## src/rtl/seg_scan_ctrl.sv

```systemverilog
// Multiplexed scan controller for N_DISP 7-segment displays sharing one digit index.
// Each display decodes its own digit; the shadow buffer swaps only at frame end so a scan never tears.
module seg_disp_lane #(
  parameter int N_DIGITS = 4,
  parameter int IW       = 2
) (
  input  logic [N_DIGITS-1:0][3:0] nib_i,
  input  logic [N_DIGITS-1:0]      dp_i,
  input  logic [N_DIGITS-1:0]      blink_i,
  input  logic                     lz_i,
  input  logic                     show_i,
  input  logic                     phase_i,
  input  logic [IW-1:0]            idx_i,
  output logic [7:0]               seg_o,
  output logic [N_DIGITS-1:0]      an_o
);
  logic [N_DIGITS-1:0] lead;
  logic                acc;
  logic [3:0]          cur;

  function automatic logic [6:0] hex7(input logic [3:0] h);
    case (h)
      4'h0: hex7 = 7'h40;  4'h1: hex7 = 7'h79;  4'h2: hex7 = 7'h24;  4'h3: hex7 = 7'h30;
      4'h4: hex7 = 7'h19;  4'h5: hex7 = 7'h12;  4'h6: hex7 = 7'h02;  4'h7: hex7 = 7'h78;
      4'h8: hex7 = 7'h00;  4'h9: hex7 = 7'h10;  4'hA: hex7 = 7'h08;  4'hB: hex7 = 7'h03;
      4'hC: hex7 = 7'h46;  4'hD: hex7 = 7'h21;  4'hE: hex7 = 7'h06;
      default: hex7 = 7'h0E;
    endcase
  endfunction

  always_comb begin
    // lead[k]: digit k and every digit above it are zero
    lead = '0;
    acc  = 1'b1;
    for (int k = N_DIGITS - 1; k >= 0; k--) begin
      acc     = acc & (nib_i[k] == 4'h0);
      lead[k] = acc;
    end
    cur   = nib_i[idx_i];
    seg_o = 8'hFF;
    an_o  = '1;
    if (show_i) begin
      an_o[idx_i] = 1'b0;
      if (blink_i[idx_i] && phase_i)
        seg_o = 8'hFF;
      else if (lz_i && (idx_i != '0) && lead[idx_i])
        seg_o = {~dp_i[idx_i], 7'h7F};
      else
        seg_o = {~dp_i[idx_i], hex7(cur)};
    end
  end
endmodule

module seg_scan_ctrl #(
  parameter int N_DISP    = 2,
  parameter int N_DIGITS  = 4,
  parameter int SHOW_CYC  = 131072,
  parameter int BLANK_CYC = 256,
  parameter int BLINK_CYC = 25000000
) (
  input  logic                         clk,
  input  logic                         rst,
  input  logic                         en,
  input  logic                         load,
  input  logic [N_DISP*N_DIGITS*4-1:0] data,
  input  logic [N_DISP*N_DIGITS-1:0]   dp,
  input  logic [N_DISP*N_DIGITS-1:0]   blink_mask,
  input  logic [N_DISP-1:0]            lz_blank,
  output logic [N_DISP*N_DIGITS-1:0]   an,
  output logic [N_DISP*8-1:0]          seg,
  output logic                         frame_done
);
  localparam int NB = N_DISP * N_DIGITS;
  localparam int TW = $clog2((SHOW_CYC > BLANK_CYC ? SHOW_CYC : BLANK_CYC) + 1);
  localparam int IW = (N_DIGITS > 1) ? $clog2(N_DIGITS) : 1;
  localparam int BW = $clog2(BLINK_CYC + 1);
  localparam logic [TW-1:0] SHOW_LAST  = TW'(SHOW_CYC - 1);
  localparam logic [TW-1:0] BLANK_LAST = TW'(BLANK_CYC - 1);
  localparam logic [IW-1:0] IDX_LAST   = IW'(N_DIGITS - 1);
  localparam logic [BW-1:0] BLINK_LAST = BW'(BLINK_CYC - 1);

  typedef enum logic [1:0] {OFF, BLANK, SHOW} state_t;
  typedef struct packed {
    logic [NB*4-1:0] data;
    logic [NB-1:0]   dp;
    logic [NB-1:0]   blink;
  } buf_t;

  state_t  state_q;
  logic [TW-1:0] tmr_q;
  logic [IW-1:0] idx_q;
  logic [BW-1:0] bcnt_q;
  logic          phase_q;
  buf_t          shadow_q, pending_q, in_buf;
  logic          pend_q;
  logic          show, frame_end;
  logic [N_DISP-1:0][N_DIGITS-1:0] an_d, an_q;
  logic [N_DISP-1:0][7:0]          seg_d, seg_q;

  assign in_buf     = {data, dp, blink_mask};
  assign show       = (state_q == SHOW);
  assign frame_end  = show && en && (tmr_q == SHOW_LAST) && (idx_q == IDX_LAST);
  assign frame_done = frame_end;
  assign an         = an_q;
  assign seg        = seg_q;

  always_ff @(posedge clk or posedge rst) begin
    if (rst) begin
      state_q <= OFF;
      tmr_q   <= '0;
      idx_q   <= '0;
      an_q    <= '1;
      seg_q   <= '1;
    end else begin
      an_q  <= an_d;
      seg_q <= seg_d;
      case (state_q)
        OFF: if (en) begin
          state_q <= BLANK;
          idx_q   <= '0;
          tmr_q   <= '0;
        end
        BLANK: if (!en) state_q <= OFF;
          else if (tmr_q == BLANK_LAST) begin
            state_q <= SHOW;
            tmr_q   <= '0;
          end else tmr_q <= tmr_q + 1'b1;
        SHOW: if (!en) state_q <= OFF;
          else if (tmr_q == SHOW_LAST) begin
            state_q <= BLANK;
            tmr_q   <= '0;
            idx_q   <= (idx_q == IDX_LAST) ? '0 : idx_q + 1'b1;
          end else tmr_q <= tmr_q + 1'b1;
        default: state_q <= OFF;
      endcase
    end
  end

  // Writes while dark or on the frame boundary bypass the pending stage
  always_ff @(posedge clk or posedge rst) begin
    if (rst) begin
      shadow_q  <= '0;
      pending_q <= '0;
      pend_q    <= 1'b0;
    end else if (load && (state_q == OFF || frame_end)) begin
      shadow_q  <= in_buf;
      pending_q <= in_buf;
      pend_q    <= 1'b0;
    end else if (load) begin
      pending_q <= in_buf;
      pend_q    <= 1'b1;
    end else if (frame_end && pend_q) begin
      shadow_q <= pending_q;
      pend_q   <= 1'b0;
    end
  end

  always_ff @(posedge clk or posedge rst) begin
    if (rst) begin
      bcnt_q  <= '0;
      phase_q <= 1'b0;
    end else if (bcnt_q == BLINK_LAST) begin
      bcnt_q  <= '0;
      phase_q <= ~phase_q;
    end else begin
      bcnt_q <= bcnt_q + 1'b1;
    end
  end

  for (genvar d = 0; d < N_DISP; d++) begin : g_disp
    seg_disp_lane #(.N_DIGITS(N_DIGITS), .IW(IW)) u_lane (
      .nib_i   (shadow_q.data[d*N_DIGITS*4 +: N_DIGITS*4]),
      .dp_i    (shadow_q.dp[d*N_DIGITS +: N_DIGITS]),
      .blink_i (shadow_q.blink[d*N_DIGITS +: N_DIGITS]),
      .lz_i    (lz_blank[d]),
      .show_i  (show),
      .phase_i (phase_q),
      .idx_i   (idx_q),
      .seg_o   (seg_d[d]),
      .an_o    (an_d[d])
    );
  end
endmodule

```

## config.mk

```make
export PLATFORM = sky130hd
export DESIGN_NAME = seg_scan_ctrl
export DESIGN_NICKNAME = d
export VERILOG_FILES = /design/src/rtl/seg_scan_ctrl.sv
export SDC_FILE = /design/constraint.sdc
export NUM_CORES = 1
export LEC_CHECK = 0
export ABC_CLOCK_PERIOD_IN_PS = 5700
export CAP_MARGIN = 0
export CORE_MARGIN = 2
export CORE_UTILIZATION = 35
export CTS_BUF_LIST = sky130_fd_sc_hd__clkbuf_4
export DETAILED_ROUTE_END_ITERATION = 10
export GPL_ROUTABILITY_DRIVEN = 0
export PLACE_DENSITY = 0.66
export SETUP_SLACK_MARGIN = 0.05
export SLEW_MARGIN = 40
export SYNTH_ARGS = -nofsm -noshare
export SYNTH_HDL_FRONTEND = slang
export SYNTH_SLANG_ARGS = --single-unit
```

## constraint.sdc

```tcl
create_clock -name clk -period 5.7 [get_ports clk]
set_input_delay 1.425 -clock clk [delete_from_list [all_inputs] [get_ports clk]]
set_output_delay 1.425 -clock clk [all_outputs]
set_load 0.02 [all_outputs]
```

# ---- Word level (Yosys, flattened, before mapping)
# Memories as Yosys holds them, arrays and structs flattened.
# Index checks and enable logic that the tools add are counted.
# Widths: inputs -> output; s select.
dict set report word_totals {
  reg_bits 165
  mem_bits_ro 224
  inputBits 54
  output_inout_bits 25
  wordCells 128
  n_memories 2
}
dict set report op_classes {
  addsub 3
  order_cmp 2
  n_eq_ne 13
  mux 51
  bitwise 10
  n_reduce_logical 32
}
# memory depth width read_ports rd_ports_with_merged_regs wr line
set mem_list {}
lappend mem_list {{(no name shown)} 16 7 1 0 0 22} ;# case (h)
lappend mem_list {{(no name shown)} 16 7 1 0 0 22}
# op n
set op_table {}
lappend op_table {{$mux 48} 5}
lappend op_table {{$mux 18} 5}
lappend op_table {{$pmux 18 s3} 1}
lappend op_table {{$logic_not 4->1} 8}
lappend op_table {{$mux 8} 4}
lappend op_table {{$add 25x1->25 const B} 1}
lappend op_table {{$eq 25x25->1 const B} 1}
lappend op_table {{$mux 25} 1}
lappend op_table {{$add 18x1->18 const B} 1}
lappend op_table {{$eq 18x17->1 const B} 1}
lappend op_table {{$eq 18x8->1 const B} 1}
lappend op_table {{$mux 2} 9}
lappend op_table {{$bmux 4 s2} 2}
lappend op_table {{$mux 7} 2}
lappend op_table {{$bmux 1 s2} 6}
lappend op_table {{$logic_and 1x1->1} 12}
lappend op_table {{$mux 4} 3}
lappend op_table {{$mux 1} 10}
lappend op_table {{$reduce_and 4->1} 2}
lappend op_table {{$reduce_bool 2->1} 4}
lappend op_table {{$and 1x1->1} 6}
lappend op_table {{$ne 2x2->1 const B} 3}
lappend op_table {{$pmux 2 s3} 1}
lappend op_table {{$reduce_bool 3->1} 2}
lappend op_table {{other kinds (16)} 20}

# ---- Depth between registers and ports, before layout
dict set report depth {
  depth_word 10
  ltp_mapped 9
  ltp_nobuf 7
}

# ---- Modules after synthesis
# A second synthesis with hierarchy kept.
dict set report unflattened {
  cells_unflattened 748
  hier_area_um2 8445.6
}
# mod instances cells_each area_each_um2 seq_area_each_um2
set by_module_without_submodules {}
lappend by_module_without_submodules {seg_scan_ctrl 1 611 7254.5 4259.1}
lappend by_module_without_submodules {{seg_disp_lane at g_disp[1].u_lane} 1 77 639.4 0.0}
lappend by_module_without_submodules {{seg_disp_lane at g_disp[0].u_lane} 1 60 551.8 0.0}

# ---- Worst setup path before layout
# OpenSTA, ideal clock, no wires.
dict set report synth_timing {
  kind {input to output}
  from {in en}
  to {out frame_done}
  arrival_ns 2.033
  required_time_ns 4.275
  slack_ns 2.242
  cell_stages 2
  n_path_buf 0
  path_cell_list {inv_1 -> nor3_1}
}
dict set report synth_between {
  elab_chain_cells 3
}
# item line
set synth_lines {}
lappend synth_lines {{start: declaration} 63} ;# input logic en,
lappend synth_lines {{$logic_and 1x1->1 (3 in a row)} 102} ;# assign frame_end = show && en && (tmr_q == SHOW_LAST) && (idx_q == IDX_LAST);
lappend synth_lines {{end: declaration} 71} ;# output logic frame_done
# Every way passes these cells.

# ---- Final worst setup path
# Same ends and word-level chain as after synthesis.

==> qor.tcl <==
set qor(layout-area-overhead-vs-synth_pct) 16.7
set qor(final_count_of_hold_timing_violations) 0
set qor(slew-limit-headroom) 0.444
set qor(core_region_area_sq_mm) 0.0228
set qor(postCtsHoldBufs) 0
set qor(post_route_cells_drive_above_1_share) 0.160
set qor(grt_overflow) 0
set qor(syn_area_per_cell_sq_um) 11.1
set qor(global_route.usage.met2) 0.240
set qor(post-synth-top-area-fraction) 0.445
set qor(yosys.area.top_type) {sky130_fd_sc_hd__dfrtp_1}
set qor(yosys.cell_count.top_type) {sky130_fd_sc_hd__dfrtp_1}
set qor(worst_path_largest_cell_delay_ps) 640
set qor(global_route_wire_length_before_repair_um) 28800
set qor(drt-vias-per-instance) 5.08
set qor(critical_path.slowest_cell) {sky130_fd_sc_hd__clkdlybuf4s50_1}
set qor(synth_edf_count) 0
set qor(cts.repair_timing.setup_buffer_count) 0
set qor(start_util) 0.358
set qor(seqPwrFrac) 0.473
set qor(synth.area.top_cells) {sky130_fd_sc_hd__dfrtp_1 (44%), sky130_fd_sc_hd__mux2_2 (6.6%), sky130_fd_sc_hd__dfstp_2 (6.4%)}
set qor(slew_violations) 0
set qor(drv_cap) 0
set qor(wirelength_um) 17100
set qor(critical_path_required_ps) 4280
set qor(syn_area_sq_mm) 0.00816
set qor(cell_internal_pwr_mw) 2.21
set qor(cts_buffers) 17
set qor(postSynthCellCount) 737
set qor(post_synth_fa_ha_maj_area_fraction) 0.0353
set qor(finalCriticalPeriod_ps) 4440
set qor(fp.dieH_um) 157
set qor(clock_insertion_delay_worst_skew_ps) 580
set qor(ant_nets) 0
set qor(grt_setup_unrepaired) {false}
set qor(detailed_place_hpwl_um) 11600
set qor(setup_viol) 0
set qor(clockPowerShare) 0.212
set qor(floorplan.die_area_sq_mm) 0.0246
set qor(synth_top_family_by_area) {multiplexers}
set qor(path_common_cell) {sky130_fd_sc_hd__clkdlybuf4s50_1}
set qor(final_area_sq_mm) 0.00952
set qor(setup.worst_path.start_class) {primary input}
set qor(peakVddDrop_mv) 0.137
set qor(fmax_mhz) 225
set qor(global_route.usage.met1) 0.203
set qor(die_width_um) 157
set qor(postLayoutCoreUtil) 0.418
set qor(final.hold.worst_slack_ps) 484
set qor(worst_hold_path_type) {reg -> reg}
set qor(synth_ff_type) {sky130_fd_sc_hd__dfrtp_1}
set qor(groute.usage.overall) 0.149
set qor(p_per_area_mw_per_mm2) 357
set qor(mappedNetlistNets) 814
set qor(placementRows) 55
set qor(clock_sinks) 165
set qor(cts_buffer_depth) 2
set qor(critical_path_arrival_ps) 3020
set qor(endpoint_kind) {output pin}
set qor(clockRootBuffer) {sky130_fd_sc_hd__clkbuf_4}
set qor(synth_async_sr_flop_share) 1.00
set qor(grt.busiest_layer) {met2}
set qor(synth-compound-area-share) 0.0960
set qor(num_io_pins) 79
set qor(post_synth_xor_area_fraction) 0.0301
set qor(grt_antenna_before_repair) 1
set qor(design.final.nets) 874
set qor(drtIter0Drc) 394
set qor(cts-resized-gates) 0
set qor(largest_net_degree_at_the_start_of_global_routing) 97
set qor(status) {finished clean}
set qor(worst-path-max-fanout) 7
set qor(warning_count_from_the_yosys_run) 0
set qor(seq_area_frac_synth) 0.509
set qor(switchingPower_mw) 1.19
set qor(switching_fraction_of_total_power) 0.350
set qor(crit_path_cell_trace) {clkdlybuf4s50_1, inv_1, nor3_1, clkdlybuf4s50_1}
set qor(placedInstanceArea_sq_mm) 0.00922
set qor(port_buffers) 78
set qor(gr-usage-met3) 0.0285
set qor(ys_ff_latch) 165
set qor(worst_setup_hold_path_clk_slew_ps) 120
set qor(leakagePower_nw) 4.10
set qor(final.period_utilization) 0.779
set qor(synthMuxAreaShare) 0.165
set qor(p_total_mw) 3.40
set qor(drt_drc_violations_left) 0
set qor(drt-pass1-iter-count) 4
set qor(tritoncts) {done}
set qor(worstMarginPinSlew_ps) 834
set qor(ctsHtreeMaxLevel) 4
set qor(yosysUniqueCellTypes) 55
set qor(finClkSkew_ps) 27.6
set qor(dr_total_vias) 5712
set qor(post_drt_wl_per_cell_um) 15.3
set qor(combPwrFrac) 0.315
set qor(path_class) {in -> out}
set qor(synthTopCellsByCount) {sky130_fd_sc_hd__dfrtp_1 (145), sky130_fd_sc_hd__nor2_1 (71), sky130_fd_sc_hd__a21oi_1 (69)}
set qor(simple_logic_cell_fraction_of_the_synthesized_area) 0.129
set qor(timing.setup.tns_ps) 0
set qor(grt_pass1_vias) 5582
[through the flow]
step           worst slack, ps  std cells
5_1_grt                   1150       1124
6_report                  1260       1124
4_1_cts                   1270       1123
3_3_place_gp              1280       1090
3_5_place_dp              1260       1091
2_1_floorplan             2190        737
[area by class of cell]
class	count	area (sq um)
antenna	1	2.50
clock buffer	18	135
clock inverter	14	161
fill	2188	13300
inverter	23	90.1
multi-input combinational	505	3720
sequential	165	4150
tap	313	392
timing repair buffer	85	868
[worst paths after layout]
kind	slack (ps)	depth (start not counted)	to	start
worst max-delay path	1260	4	frame_done	en
worst min-delay path	480	1	bcnt_q[4]	bcnt_q[4]
worst max register to register	2860	6	shadow_q[41]	idx_q[1]
worst min register to register	480	1	bcnt_q[4]	bcnt_q[4]
max in group asynchronous	3630	4	seg[15]	rst
min in group asynchronous	1290	3	bcnt_q[8]	rst
[state kept, by name (all words and copies together) (netlist names)]
| signal | flops |
|---|---|
| pend_q | 1 |
| phase_q | 1 |
| state_q | 2 |
| bcnt_q | 25 |
| idx_q | 2 |
| tmr_q | 18 |
| pending_q | 48 |
| shadow_q | 48 |
| seg | 16 |
| an | 4 |
[cell usage in the layout (no fill, tap or decap), types with 3 or more instances in the layout]
cell type,n
sky130_fd_sc_hd__a21oi_1,69
sky130_fd_sc_hd__a22o_1,4
sky130_fd_sc_hd__and2_1,3
sky130_fd_sc_hd__and3_1,9
sky130_fd_sc_hd__and4_1,7
sky130_fd_sc_hd__buf_4,3
sky130_fd_sc_hd__bufinv_16,3
sky130_fd_sc_hd__clkbuf_4,18
sky130_fd_sc_hd__clkdlybuf4s50_1,77
sky130_fd_sc_hd__clkinv_1,3
sky130_fd_sc_hd__clkinv_4,3
sky130_fd_sc_hd__clkinvlp_4,3
sky130_fd_sc_hd__dfrtp_1,145
sky130_fd_sc_hd__dfstp_2,20
sky130_fd_sc_hd__ha_1,23
sky130_fd_sc_hd__inv_1,22
sky130_fd_sc_hd__mux2_2,48
sky130_fd_sc_hd__mux2i_1,51
sky130_fd_sc_hd__mux4_2,13
sky130_fd_sc_hd__nand2_1,36
sky130_fd_sc_hd__nand2b_1,4
sky130_fd_sc_hd__nand3_1,24
sky130_fd_sc_hd__nand4_1,12
sky130_fd_sc_hd__nor2_1,68
sky130_fd_sc_hd__nor2_2,3
sky130_fd_sc_hd__nor2b_1,3
sky130_fd_sc_hd__nor3_1,17
sky130_fd_sc_hd__nor4_1,15
sky130_fd_sc_hd__o211ai_1,5
sky130_fd_sc_hd__o21ai_0,18
sky130_fd_sc_hd__o221ai_1,8
sky130_fd_sc_hd__o22ai_1,4
sky130_fd_sc_hd__xnor2_1,16
sky130_fd_sc_hd__xor2_1,12
[critical path: cells and delay by family]
kind                   cells  cell delay [ps]
and+or+nand+nor            1              240
buffers and inverters      3             1350
[power by group through the flow]
stage / Clock (mW) / Sequential (mW) / Combinational (mW)
CTS: 0.747 / 1.62 / 1.08
global placement: 0 / 1.63 / 1.05
global route: 0.797 / 1.64 / 1.20
floorplan: 0 / 1.61 / 0.757
detailed placement: 0 / 1.64 / 1.08
finish: 0.721 / 1.61 / 1.07
[per-layer routing]
metal	up-vias	part of all wire
li1	2779	-
met1	2808	0.47
met2	103	0.48
met3	22	0.038
met4	0	0.013
met5	-	0
[cell families after synthesis]
kind of cell,after synthesis
simple gates,213
flops,165
compound gates,129
mux,112
buf+inv,67
xor+xnor,28
fa+ha+maj,23
No activity file was read; power rests on OpenSTA's default activity.
